<file path="src/rtl/dma_rsp_router_pkg.sv">
// Shared DMA definitions: channel count, index width helper, tracking entry width.
package dma_rsp_router_pkg;

  localparam int unsigned CH_NUM    = 4;
  localparam int unsigned DMA_LEN_W = 8;

  // Bits needed to encode a channel index; never less than one.
  function automatic int unsigned ch_idx_w(input int unsigned n);
    return (n <= 1) ? 1 : $clog2(n);
  endfunction

  // Width of one tracking entry {channel index, beats-1}.
  function automatic int unsigned trk_entry_w(input int unsigned ch_num, input int unsigned len_w);
    return ch_idx_w(ch_num) + len_w;
  endfunction

  localparam int unsigned TRK_ENTRY_W = trk_entry_w(CH_NUM, DMA_LEN_W);

endpackage

</file>
<file path="src/rtl/dma_rsp_router_fifo.sv">
// Synchronous FIFO holding the in-order list of outstanding bursts.
module sync_fifo #(
  parameter int unsigned W     = 10,
  parameter int unsigned DEPTH = 8
) (
  input  logic                       clk,
  input  logic                       rstn,
  input  logic                       push,
  input  logic [W-1:0]               push_data,
  input  logic                       pop,
  output logic [W-1:0]               pop_data,
  output logic                       full,
  output logic                       empty,
  output logic [$clog2(DEPTH):0]     count
);

  localparam int unsigned AW = $clog2(DEPTH);

  logic [W-1:0]  mem [DEPTH];
  logic [AW-1:0] wr_ptr;
  logic [AW-1:0] rd_ptr;
  logic          do_push;
  logic          do_pop;

  assign full     = (count == (AW+1)'(DEPTH));
  assign empty    = (count == '0);
  assign do_push  = push && !full;
  assign do_pop   = pop && !empty;
  assign pop_data = mem[rd_ptr];

  // Entry storage; contents need no reset since count qualifies them.
  always_ff @(posedge clk) begin
    if (do_push) begin
      mem[wr_ptr] <= push_data;
    end
  end

  // Pointers wrap naturally modulo DEPTH (power of two); count tracks occupancy.
  always_ff @(posedge clk or negedge rstn) begin
    if (!rstn) begin
      wr_ptr <= '0;
      rd_ptr <= '0;
      count  <= '0;
    end else begin
      if (do_push) begin
        wr_ptr <= wr_ptr + AW'(1);
      end
      if (do_pop) begin
        rd_ptr <= rd_ptr + AW'(1);
      end
      case ({do_push, do_pop})
        2'b10:   count <= count + (AW+1)'(1);
        2'b01:   count <= count - (AW+1)'(1);
        default: count <= count;
      endcase
    end
  end

endmodule

</file>
<file path="src/rtl/dma_rsp_router.sv">
// Routes in-order bus read responses back to the DMA channel that issued each burst.
module dma_rsp_router
  import dma_rsp_router_pkg::*;
#(
  parameter int unsigned CH_NUM = dma_rsp_router_pkg::CH_NUM,
  parameter int unsigned DATA_W = 32,
  parameter int unsigned LEN_W  = 8,
  parameter int unsigned DEPTH  = 8
) (
  input  logic                     clk,
  input  logic                     rstn,
  input  logic                     issue_vld,
  input  logic [CH_NUM-1:0]        issue_gnt,
  input  logic [LEN_W-1:0]         issue_len,
  output logic                     issue_rdy,
  input  logic                     rsp_vld,
  input  logic [DATA_W-1:0]        rsp_data,
  input  logic                     rsp_last,
  output logic                     rsp_rdy,
  output logic [CH_NUM-1:0]        ch_rsp_vld,
  output logic [DATA_W-1:0]        ch_rsp_data,
  output logic                     ch_rsp_last,
  input  logic [CH_NUM-1:0]        ch_rsp_rdy,
  output logic                     err_len,
  output logic [$clog2(DEPTH):0]   outstanding
);

  localparam int unsigned CH_IDX_W = ch_idx_w(CH_NUM);
  localparam int unsigned ENTRY_W  = trk_entry_w(CH_NUM, LEN_W);

  logic [CH_IDX_W-1:0] gnt_idx;
  logic                gnt_onehot;
  logic                push;
  logic                pop;
  logic [ENTRY_W-1:0]  head_entry;
  logic [CH_IDX_W-1:0] head_ch;
  logic [LEN_W-1:0]    head_len;
  logic                fifo_full;
  logic                fifo_empty;
  logic [LEN_W-1:0]    beat_cnt;
  logic                beat_acc;
  logic                burst_done;
  logic                err_set;

  // Encode the grant vector; one-hot legality is checked separately.
  always_comb begin
    gnt_idx = '0;
    for (int i = 0; i < int'(CH_NUM); i++) begin
      if (issue_gnt[i]) begin
        gnt_idx = CH_IDX_W'(i);
      end
    end
  end

  assign gnt_onehot = (|issue_gnt) && ((issue_gnt & (issue_gnt - CH_NUM'(1))) == '0);

  // Ready depends only on fullness, so a same-cycle pop never frees a slot early.
  assign issue_rdy = !fifo_full;
  assign push      = issue_vld && gnt_onehot && !fifo_full;

  sync_fifo #(
    .W     (ENTRY_W),
    .DEPTH (DEPTH)
  ) u_trk_fifo (
    .clk       (clk),
    .rstn      (rstn),
    .push      (push),
    .push_data ({gnt_idx, issue_len}),
    .pop       (pop),
    .pop_data  (head_entry),
    .full      (fifo_full),
    .empty     (fifo_empty),
    .count     (outstanding)
  );

  assign head_len = head_entry[LEN_W-1:0];
  assign head_ch  = head_entry[ENTRY_W-1 -: CH_IDX_W];

  // Steer the response handshake to the head burst's channel; stall when nothing is tracked.
  always_comb begin
    ch_rsp_vld = '0;
    rsp_rdy    = 1'b0;
    if (!fifo_empty) begin
      ch_rsp_vld = rsp_vld ? (CH_NUM'(1) << head_ch) : '0;
      rsp_rdy    = ch_rsp_rdy[head_ch];
    end
  end

  assign ch_rsp_data = rsp_data;
  assign ch_rsp_last = rsp_last;

  assign beat_acc   = rsp_vld && rsp_rdy;
  assign burst_done = beat_acc && (beat_cnt == head_len);
  assign pop        = burst_done;

  // Illegal grants and last-flag disagreements with the beat count are both length errors.
  assign err_set = (issue_vld && !gnt_onehot) || (beat_acc && (rsp_last != burst_done));

  // Beat counter within the head burst; the burst terminates by count, not by rsp_last.
  always_ff @(posedge clk or negedge rstn) begin
    if (!rstn) begin
      beat_cnt <= '0;
    end else if (burst_done) begin
      beat_cnt <= '0;
    end else if (beat_acc) begin
      beat_cnt <= beat_cnt + LEN_W'(1);
    end
  end

  // Sticky error flag, cleared only by reset.
  always_ff @(posedge clk or negedge rstn) begin
    if (!rstn) begin
      err_len <= 1'b0;
    end else if (err_set) begin
      err_len <= 1'b1;
    end
  end

endmodule

</file>
<file path="config.mk">
export PLATFORM = sky130hd
export DESIGN_NAME = dma_rsp_router
export DESIGN_NICKNAME = d
export VERILOG_FILES = /design/src/rtl/dma_rsp_router_pkg.sv /design/src/rtl/dma_rsp_router_fifo.sv /design/src/rtl/dma_rsp_router.sv
export SDC_FILE = /design/constraint.sdc
export NUM_CORES = 1
export LEC_CHECK = 0
export BUFFER_PORTS_ARGS = -buffer_cell sky130_fd_sc_hd__buf_2
export CELL_PAD_IN_SITES_DETAIL_PLACEMENT = 2
export CELL_PAD_IN_SITES_GLOBAL_PLACEMENT = 2
export CORE_MARGIN = 3
export CORE_UTILIZATION = 38
export CTS_BUF_LIST = sky130_fd_sc_hd__clkbuf_16
export CTS_CLUSTER_DIAMETER = 60
export DETAILED_ROUTE_END_ITERATION = 6
export GPL_TIMING_DRIVEN = 0
export PLACE_DENSITY_LB_ADDON = 0.1
export SYNTH_ARGS = -nofsm -noshare
export SYNTH_HDL_FRONTEND = slang
export SYNTH_SLANG_ARGS = --single-unit
</file>
<file path="constraint.sdc">
create_clock -name clk -period 4.9 [get_ports clk]
set_input_delay 0.245 -clock clk [delete_from_list [all_inputs] [get_ports clk]]
set_output_delay 0.245 -clock clk [all_outputs]
set_load 0.005 [all_outputs]
</file>
==> impl_metrics.tcl, run 1 <==
set metrics [dict create \
    post-route-drc-count 0 \
    reg2reg_depth 16 \
    final_net_count 438 \
    post-route-min-period_ns 4.024 \
    r2r_slack_ns 0.88 \
    skew_ns 0.01070 \
    die_w_um 115.5 \
    vias_per_cell 5.101 \
    synth_area_leaders "edfxtp_1 (53%), dfrtp_1 (10%), mux4_2 (6.9%)" \
    hold_path_depth 1 \
    cts_buffers 9 \
    routedWlPerCell_um 20.71 \
    synthMostInstantiatedCell "edfxtp_1" \
    clk_pin_slew_worst_paths_ns 0.07 \
    synth-main-ff-cell "edfxtp_1" \
    routed_wl_um 10890 \
    hp-start "issue_len[1]" \
    p_leak_nw 2.092 \
    clock_latency_ns 0.35 \
    antenna_found_initial 0 \
    portBuffers 64 \
    num_vias 2683 \
    first_pass_iters 4 \
    place_hpwl_um 7923 \
    critical_path_class "reg -> reg" \
    hold_end "u_trk_fifo.mem[3][1]" \
    avgSynthCellArea_um2 15.39 \
    ys_types 39 \
    hold_violations 0 \
    ys_warn_count 0 \
    rr_endpoint "u_trk_fifo.count[3]" \
    die_area_um2 13340 \
    tightest_slew_ns 1.190 \
    cp-end-kind "flip-flop" \
    ys_seq_area_share_pct 63.15 \
    htreeDepth 3 \
    drt-initial-drc-count 120 \
    synth_edf_count 80 \
    gp_congestion 0.6991 \
    setup_ws_ns 0.8757 \
    coreArea_um2 11560 \
    status "finished clean" \
    cts_tree "done" \
    worstPathMaxFanout 10 \
    irDropWorstVdd_uv 328.2 \
    grt_use_total_pct 17.59 \
    grt_pass1_wl_um 16960 \
    hold_path_class "in -> reg" \
    synth-async-reset-ratio_pct 19.19 \
    antenna_left 0 \
    cp.required_ns 5.13 \
    seqCellArea_um2 2878 \
    synth_largest_area_cell "edfxtp_1" \
    start_util_pct 39.40 \
    drive_gt1_share_pct 40.99 \
    syn_inst 296 \
    io_pins 97 \
    synth_seq_cells 99 \
    grt_start_max_net_pins 20 \
    die_h_um 115.5 \
    grt_overflow_total 0 \
    fmaxAchievable_mhz 248.5 \
    setup_violations 0 \
    rsz0062_at_grt "no" \
    row_count 39 \
    clk_path_buf_depth 2 \
    period_share_pct 82.13 \
    multi_input_area_um2 1369 \
    synth_common_cells "edfxtp_1 (80), buf_4 (36), mux2i_1 (20)" \
    slew_headroom_pct 20.35 \
    r2r-start "u_trk_fifo.rd_ptr[2]" \
    synth_top_area_share_pct 52.72 \
    synth_fp_nets 356 \
    start_kind "flip-flop" \
    drv_cap 0 \
    fillers 1109 \
    cts-root-buf "clkbuf_16" \
    place_ws_ns 0.7430 \
    tns_ns 0 \
    synth_area_um2 4557 \
    power.density_nw_per_um2 396.5 \
    areaGrowthSynthToFinish_pct 19.77 \
    crit_arrival_ns 4.26 \
    antenna_cells 0 \
    clock-sinks 99 \
    drv_slew 0 \
    first_global_vias 2967 \
]
-- where the power goes --
part | switching [mW] | internal, mW
Clock | 0.339 | 0.358
Sequential | 0.0802 | 0.987
Combinational | 0.200 | 0.201
Total | 0.619 | 1.55
-- sequential cells by signal, indices dropped and copies added, names as in the netlist --
signal	cells
beat_cnt	8
err_len	1
u_trk_fifo.count	4
u_trk_fifo.mem	80
u_trk_fifo.rd_ptr	3
u_trk_fifo.wr_ptr	3
-- final cells by class --
type,count,share of cell area [%]
well taps,143,3.278
multi-input cells,147,25.08
flip-flops and latches,99,52.73
inverters,7,0.4814
repair buffers,71,7.290
plain buffers,43,5.754
clock inverters,7,1.261
clock buffers,9,4.127
-- timing repair --
action | CTS | global route
hold buffers | 1 | 0
endpoints found under the hold margin | 19 | 0
resized for setup | 0 | 0
buffers inserted | 0 | 0
-- cells in the final DEF, fill, tap and decap left out, types with 2 or more instances in the layout --
cell type | netlist | layout
dfrtp_1 | 19 | 19
buf_4 | 36 | 36
nand2_1 | 13 | 13
xor2_1 | 11 | 11
mux4_2 | 14 | 14
mux2_2 | 7 | 7
mux2i_1 | 20 | 20
nor2b_1 | 10 | 10
nand2b_1 | 4 | 4
nor3_2 | 0 | 2
a21o_1 | 2 | 2
clkbuf_1 | 2 | 2
nor2_1 | 6 | 6
inv_1 | 7 | 7
o21ai_0 | 7 | 7
buf_6 | 2 | 8
ha_1 | 6 | 6
a22o_1 | 6 | 6
o22ai_1 | 3 | 3
nor3b_2 | 0 | 4
clkbuf_16 | 0 | 9
o21ai_1 | 3 | 3
and3_1 | 7 | 7
edfxtp_1 | 80 | 80
buf_2 | 2 | 66
inv_8 | 0 | 2
a21oi_1 | 2 | 2
xnor2_1 | 7 | 7
-- cell families (layout without fill, tap and decap cells) --
kind of cell               Yosys count  in the layout  synth area share [%]
AOI/OAI and AO/OA                   26             26                 3.926
and+or+nand+nor                     54             54                 6.617
xor gates and xnor gates            18             18                 3.460
adders and majority gates            7              7                 2.087
muxes                               42             42                 13.29
DFF                                 99             99                 63.15
buffers and inverters               50            137                 7.469
-- critical path, stage by stage, from the launching register on --
cell	delay (ns)
dfrtp_1	0.32
buf_2	0.25
clkbuf_1	0.60
mux4_2	0.40
mux2i_1	0.31
xor2_1	0.18
nand4_1	0.12
nor4_2	0.34
nand2_1	0.17
inv_1	0.09
ha_1	0.20
ha_1	0.24
a21o_1	0.17
a21oi_1	0.17
xnor2_1	0.14
nor2_1	0.07
xor2_1	0.14
-- worst max path at each step --
stage                          from                  end  slack [ns]  cells after the start
6_report       u_trk_fifo.rd_ptr[2]  u_trk_fifo.count[3]        0.88                     16
5_1_grt        u_trk_fifo.rd_ptr[2]  u_trk_fifo.count[3]        0.49                     16
4_1_cts        u_trk_fifo.rd_ptr[2]  u_trk_fifo.count[3]        0.73                     16
3_5_place_dp   u_trk_fifo.rd_ptr[2]  u_trk_fifo.count[3]        0.74                     16
3_3_place_gp   u_trk_fifo.rd_ptr[2]  u_trk_fifo.count[3]        0.80                     16
2_1_floorplan  u_trk_fifo.rd_ptr[0]  u_trk_fifo.count[3]        1.49                     15
-- metrics by stage --
step	cell area [µm²]	total power [mW]	util (%)	cells	hold slack, ns
floorplan	4557	1.326	-	296	-0.05059
global placement	5056	1.454	43.72	503	0.2284
detailed placement	5154	1.495	44.56	509	0.2306
CTS	5458	2.197	47.19	526	0.1404
global route	5458	2.283	47.19	526	0.1674
finish	5458	2.164	47.19	526	0.1503
-- routing by layer --
layer / vias to the layer above / part of all wire [%] / track usage [%]
met5: - / 0 / 0
met4: 0 / 1.6 / 6.103
met3: 11 / 5.1 / 3.864
met2: 74 / 52 / 31.56
met1: 1362 / 42 / 20.83
li1: 1236 / - / -
No activity file was read; power rests on OpenSTA's default activity.
==> run 2, diff against run 1 <==
--- a/config.mk
+++ b/config.mk
@@ -9,7 +9,7 @@
 export CELL_PAD_IN_SITES_DETAIL_PLACEMENT = 2
 export CELL_PAD_IN_SITES_GLOBAL_PLACEMENT = 2
 export CORE_MARGIN = 3
-export CORE_UTILIZATION = 38
+export CORE_UTILIZATION = 34
 export CTS_BUF_LIST = sky130_fd_sc_hd__clkbuf_16
 export CTS_CLUSTER_DIAMETER = 60
 export DETAILED_ROUTE_END_ITERATION = 6
==> constraint.sdc (replaced) <==
create_clock -name clk -period 3.5 [get_ports clk]
set_input_delay 0.175 -clock clk [delete_from_list [all_inputs] [get_ports clk]]
set_output_delay 0.175 -clock clk [all_outputs]
set_load 0.005 [all_outputs]
==> impl_metrics.tcl, run 2 (synthesized netlist as in run 1, its figures left out) <==
set metrics [dict create \
    status "finished clean" \
    cts_buffers 9 \
    coreArea_um2 12880 \
    reg2reg_depth 15 \
    hp-start "issue_vld" \
    antenna_found_initial 0 \
    grt_overflow_total 0 \
    first_global_vias 3003 \
    crit_arrival_ns 3.60 \
    place_hpwl_um 7926 \
    r2r_slack_ns 0.13 \
    rsz0062_at_grt "yes" \
    skew_ns 0.01105 \
    multi_input_area_um2 1434 \
    post-route-min-period_ns 3.370 \
    largest_reg_flops 80 \
    critPathBufInv 2 \
    largest_register "u_trk_fifo.mem" \
    fmaxAchievable_mhz 296.8 \
    power_mw 3.036 \
    worstPathMaxFanout 5 \
    start_util_pct 35.39 \
    htreeDepth 3 \
    row_count 41 \
    p_leak_nw 2.179 \
    hold_path_class "in -> reg" \
    gp_congestion 0.7038 \
    hold_path_depth 3 \
    final_net_count 448 \
    drv_slew 0 \
    critPathTopFamily "multiplexers" \
    die_area_um2 14830 \
    areaGrowthSynthToFinish_pct 24.68 \
    fillers 1265 \
    path_cells "buf_12 > mux4_2 > mux2i_4 > xor2_1 > nand4_1 > nor4_4 > nand2_4 > inv_2 > ha_4 > ha_4 > a21o_1 > a21oi_2 > xnor2_1 > nor2_1 > xor2_1" \
    power.density_nw_per_um2 534.3 \
    slowest_stage "mux4_2" \
    drt-initial-drc-count 81 \
    reg.largest.list "u_trk_fifo.mem x80, beat_cnt x8, u_trk_fifo.count x4" \
    grt_pass1_wl_um 17170 \
    cts_tree "done" \
    clk_path_buf_depth 2 \
    clock_latency_ns 0.35 \
    tightest_slew_ns 1.227 \
    critical_path_class "reg -> reg" \
    first_pass_iters 4 \
    crit_path_max_incr_delay_ns 0.55 \
    final_cell_mix "edfxtp_1 (80), buf_2 (64), buf_4 (43)" \
    r2r-start "u_trk_fifo.rd_ptr[0]" \
    clock-sinks 99 \
    clk_pin_slew_worst_paths_ns 0.07 \
    vias_per_cell 4.819 \
    portBuffers 64 \
    antenna_cells 0 \
    period_share_pct 96.28 \
    post-route-drc-count 0 \
    final_common_cell "edfxtp_1" \
    die_h_um 121.8 \
    drv_cap 0 \
    instances_no_fill 565 \
    tns_ns 0 \
    setup_violations 0 \
    die_w_um 121.8 \
    rr_endpoint "u_trk_fifo.count[3]" \
    cts-root-buf "clkbuf_16" \
    antenna_left 0 \
    cp.required_ns 3.73 \
    start_kind "flip-flop" \
    grt_use_total_pct 15.63 \
    dp.cells 538 \
    whs_ns 0.08593 \
    routed_wl_um 11180 \
    setup_ws_ns 0.1303 \
    num_vias 2723 \
    hold_violations 0 \
    cp-end-kind "flip-flop" \
    seqCellArea_um2 2879 \
    drive_gt1_share_pct 44.02 \
    slew_headroom_pct 17.87 \
    routedWlPerCell_um 19.79 \
    irDropWorstVdd_uv 325.4 \
    place_ws_ns -0.7115 \
    hold_end "err_len" \
    io_pins 97 \
    grt_start_max_net_pins 20 \
]
==> run 2: changes by cell type in the layout (fill, tap and decap cells not counted), moves of 2 or more <==
cell       delta
buf_2         -2
clkinv_1      +2
mux2i_1       -3
ha_4          +2
clkbuf_16     +2
ha_1          -2
buf_4         +7
buf_8         +2
mux2i_2       +2
==> run 2: metrics by stage <==
| step | utilization (%) | instance area (µm²) |
|---|---|---|
| floorplan | - | 4557 |
| global placement | 39.55 | 5092 |
| detailed placement | 40.31 | 5190 |
| CTS | 43.36 | 5583 |
| global route | 44.13 | 5682 |
| finish | 44.13 | 5682 |
==> run 2: where the power goes <==
group	internal, mW	switching (mW)	leakage [nW]
Clock	0.483	0.437	0.140
Sequential	1.38	0.114	0.959
Combinational	0.319	0.301	1.08
Total	2.18	0.852	2.18
==> run 2: tightest hold or removal path: stages <==
cell and delay (ns):
buf_2 0.09, a21oi_1 0.05, o21ai_1 0.07
==> run 2: routing by layer <==
layer,GRT usage [%],vias to the layer above,wire length (µm)
met5,0,-,0
met4,6.162,0,190
met3,2.368,11,416
met2,26.42,57,5798
met1,20.28,1400,4776
li1,-,1255,-
==> run 2: worst max path at each step <==
stage / start / endpoint / cells after the start
after global placement: u_trk_fifo.rd_ptr[2] / u_trk_fifo.count[3] / 16
after global routing: u_trk_fifo.rd_ptr[0] / u_trk_fifo.count[3] / 15
after detailed placement: u_trk_fifo.rd_ptr[2] / u_trk_fifo.count[3] / 16
after floorplan: u_trk_fifo.rd_ptr[0] / u_trk_fifo.count[3] / 15
final: u_trk_fifo.rd_ptr[0] / u_trk_fifo.count[3] / 15
after CTS: u_trk_fifo.rd_ptr[1] / u_trk_fifo.count[3] / 16
==> run 2: timing repair <==
item	in CTS	in global routing
cloned	0	1
resized for setup	21	6
endpoints found under the hold margin	19	0
setup endpoints to repair	4	2
pin swaps	2	9
hold buffers	1	0
setup buffers	3	6
==> run 2: cell type report <==
class                      count  area share (%)
sequential                    99           50.67
multi-input combinational    147           25.24
timing repair buffer          81           8.632
buffer                        43           6.474
clock buffer                   9           3.964
tap                          172           3.788
clock inverter                 7          0.7708
inverter                       7          0.4625
==> run 3, diff against run 2 <==
==> config.mk (replaced) <==
export PLATFORM = sky130hd
export DESIGN_NAME = dma_rsp_router
export DESIGN_NICKNAME = d
export VERILOG_FILES = /design/src/rtl/dma_rsp_router_pkg.sv /design/src/rtl/dma_rsp_router_fifo.sv /design/src/rtl/dma_rsp_router.sv
export SDC_FILE = /design/constraint.sdc
export NUM_CORES = 1
export LEC_CHECK = 0
export BUFFER_PORTS_ARGS = -buffer_cell sky130_fd_sc_hd__buf_2
export CORE_MARGIN = 3
export CORE_UTILIZATION = 49
export CTS_CLUSTER_DIAMETER = 60
export DETAILED_ROUTE_END_ITERATION = 6
export GPL_TIMING_DRIVEN = 0
export PLACE_DENSITY = 0.76
export RECOVER_POWER = 100
export SYNTH_ARGS = -nofsm -noshare
export SYNTH_HDL_FRONTEND = slang
export SYNTH_SLANG_ARGS = --single-unit
==> impl_metrics.tcl, run 3 (synthesized netlist as in run 1, its figures left out) <==
set metrics [dict create \
    status "finished clean" \
    reg.largest.list "u_trk_fifo.mem x80, beat_cnt x8, u_trk_fifo.count x4" \
    power_mw 2.867 \
    design_area_um2 5428 \
    coreArea_um2 8891 \
    slew_headroom_pct 26.52 \
    routedWlPerCell_um 18.06 \
    cts_buffers 9 \
    grt_use_total_pct 17.54 \
    setup_ws_ns 0.1307 \
    crit_arrival_ns 3.64 \
    cts_tree "done" \
    first_global_vias 2537 \
    critical_path_class "reg -> reg" \
    p_seq_share_pct 52.0 \
    fmaxAchievable_mhz 296.8 \
    worstPathMaxFanout 5 \
    fillers 686 \
    placed_area_um2 5099 \
    instances_no_fill 503 \
    die_area_um2 10490 \
    drv_cap 0 \
    final_util_pct 61.05 \
    drt-initial-drc-count 185 \
    vias_per_cell 5.485 \
    antenna_left 0 \
    irDropWorstVdd_uv 466.9 \
    p_int_mw 2.039 \
    final_net_count 450 \
    antenna_found_initial 0 \
    drv_slew 0 \
    clk_path_buf_depth 2 \
    p_sw_share_pct 28.90 \
    dp.cells 473 \
    hold_path_class "in -> reg" \
    tns_ns 0 \
    grt_pass1_wl_um 13420 \
    seqCellArea_um2 2879 \
    p_sw_mw 0.8288 \
    final_cell_mix "edfxtp_1 (80), buf_2 (36), clkbuf_1 (35)" \
    critical_path_depth 16 \
    htreeDepth 3 \
    cts-root-buf "clkbuf_8" \
    io_pins 97 \
    start_kind "flip-flop" \
    drive_gt1_share_pct 34.68 \
    combPwrFrac_pct 20.2 \
    crit_path_max_incr_delay_ns 0.56 \
    post-route-drc-count 0 \
    skew_ns 0.01783 \
    first_pass_iters 4 \
    num_vias 2759 \
    gp_congestion 0.8066 \
    routed_wl_um 9082 \
    r2r_slack_ns 0.13 \
    hold_path_depth 3 \
    r2r-start "u_trk_fifo.rd_ptr[0]" \
    setup_violations 0 \
    place_hpwl_um 6208 \
    largest_reg_flops 80 \
    grt_start_max_net_pins 21 \
    power.density_nw_per_um2 528.3 \
    largest_register "u_trk_fifo.mem" \
    row_count 34 \
    place_ws_ns -0.4714 \
    p_leak_nw 2.042 \
    clock-sinks 99 \
    cp-endpoint "u_trk_fifo.count[3]" \
    post-route-min-period_ns 3.369 \
    critPathTopFamily "multiplexers" \
    reg2reg_depth 16 \
    slowest_stage "mux4_2" \
    die_w_um 102.4 \
    portBuffers 64 \
    cp-end-kind "flip-flop" \
    rr_endpoint "u_trk_fifo.count[3]" \
    clock_latency_ns 0.38 \
    period_share_pct 96.27 \
    multi_input_area_um2 1394 \
    startpoint "u_trk_fifo.rd_ptr[0]" \
    tightest_slew_ns 1.102 \
    cp.required_ns 3.77 \
    start_util_pct 51.25 \
    areaGrowthSynthToFinish_pct 19.11 \
    grt_overflow_total 0 \
    final_common_cell "edfxtp_1" \
    hold_violations 0 \
    whs_ns 0.03071 \
    critPathBufInv 3 \
    antenna_cells 0 \
    path_cells "clkbuf_1 > mux2_2 > o22ai_1 > a221oi_2 > mux4_2 > and2_4 > buf_6 > nand2_4 > inv_1 > ha_2 > ha_4 > a21o_1 > a21oi_2 > xnor2_1 > nor2_1 > xor2_1" \
    die_h_um 102.4 \
    clk_pin_slew_worst_paths_ns 0.11 \
    clock_power_share_pct 27.8 \
]
-- run 3: cell count changes in the layout (fill, tap and decap cells not counted), sizes merged --
| cell | change |
|---|---|
| clkinv | -1 |
| bufinv | +1 |
| clkbuf | +58 |
| buf | -56 |
-- run 3: worst min-delay path, stage by stage --
cell,delay (ns)
buf_2,0.09
a21oi_1,0.05
o21ai_1,0.06
-- run 3: how the worst min path moves through the flow --
| stage | endpoint | start | slack, ns |
|---|---|---|---|
| 2_1_floorplan | beat_cnt[0] | rstn | -0.12 |
| 3_3_place_gp | u_trk_fifo.count[0] | rstn | 0.14 |
| 3_5_place_dp | u_trk_fifo.count[0] | rstn | 0.15 |
| 4_1_cts | err_len | issue_vld | 0.02 |
| 5_1_grt | err_len | issue_vld | 0.06 |
| 6_report | err_len | issue_vld | 0.03 |
-- run 3: metal layers --
layer  track usage (%)  part of all wire [%]  routed length [µm]  vias to the layer above
met5                 0                     0                   0                        -
met4             4.036                   1.0                  91                        0
met3             5.461                   7.6                 687                       12
met2             29.20                    50                4523                      121
met1             22.69                    42                3780                     1367
li1                  -                     -                   -                     1259
-- run 3: layout make-up --
| class | count | share of cell area, % |
|---|---|---|
| buffer | 43 | 6.362 |
| timing repair buffer | 83 | 7.861 |
| multi-input combinational | 147 | 25.68 |
| clock buffer | 9 | 2.282 |
| sequential | 99 | 53.04 |
| tap | 108 | 2.490 |
| inverter | 7 | 0.4841 |
| clock inverter | 7 | 1.798 |
-- run 3: power by group through the flow --
stage / sequential [mW] / clock [mW] / combinational [mW]
final: 1.49 / 0.797 / 0.580
after global routing: 1.51 / 0.853 / 0.645
after CTS: 1.49 / 0.807 / 0.573
after detailed placement: 1.51 / 0 / 0.544
after global placement: 1.50 / 0 / 0.509
after floorplan: 1.48 / 0 / 0.373
-- run 3: what timing repair did --
| action | 4_1_cts | 5_1_grt |
|---|---|---|
| hold buffers | 1 | 0 |
| pin swaps | 1 | 6 |
| gates resized for setup | 11 | 13 |
| endpoints found under the setup margin | 3 | 2 |
| cloned | 0 | 1 |
| setup buffers | 5 | 7 |
| hold endpoints to repair | 19 | 0 |
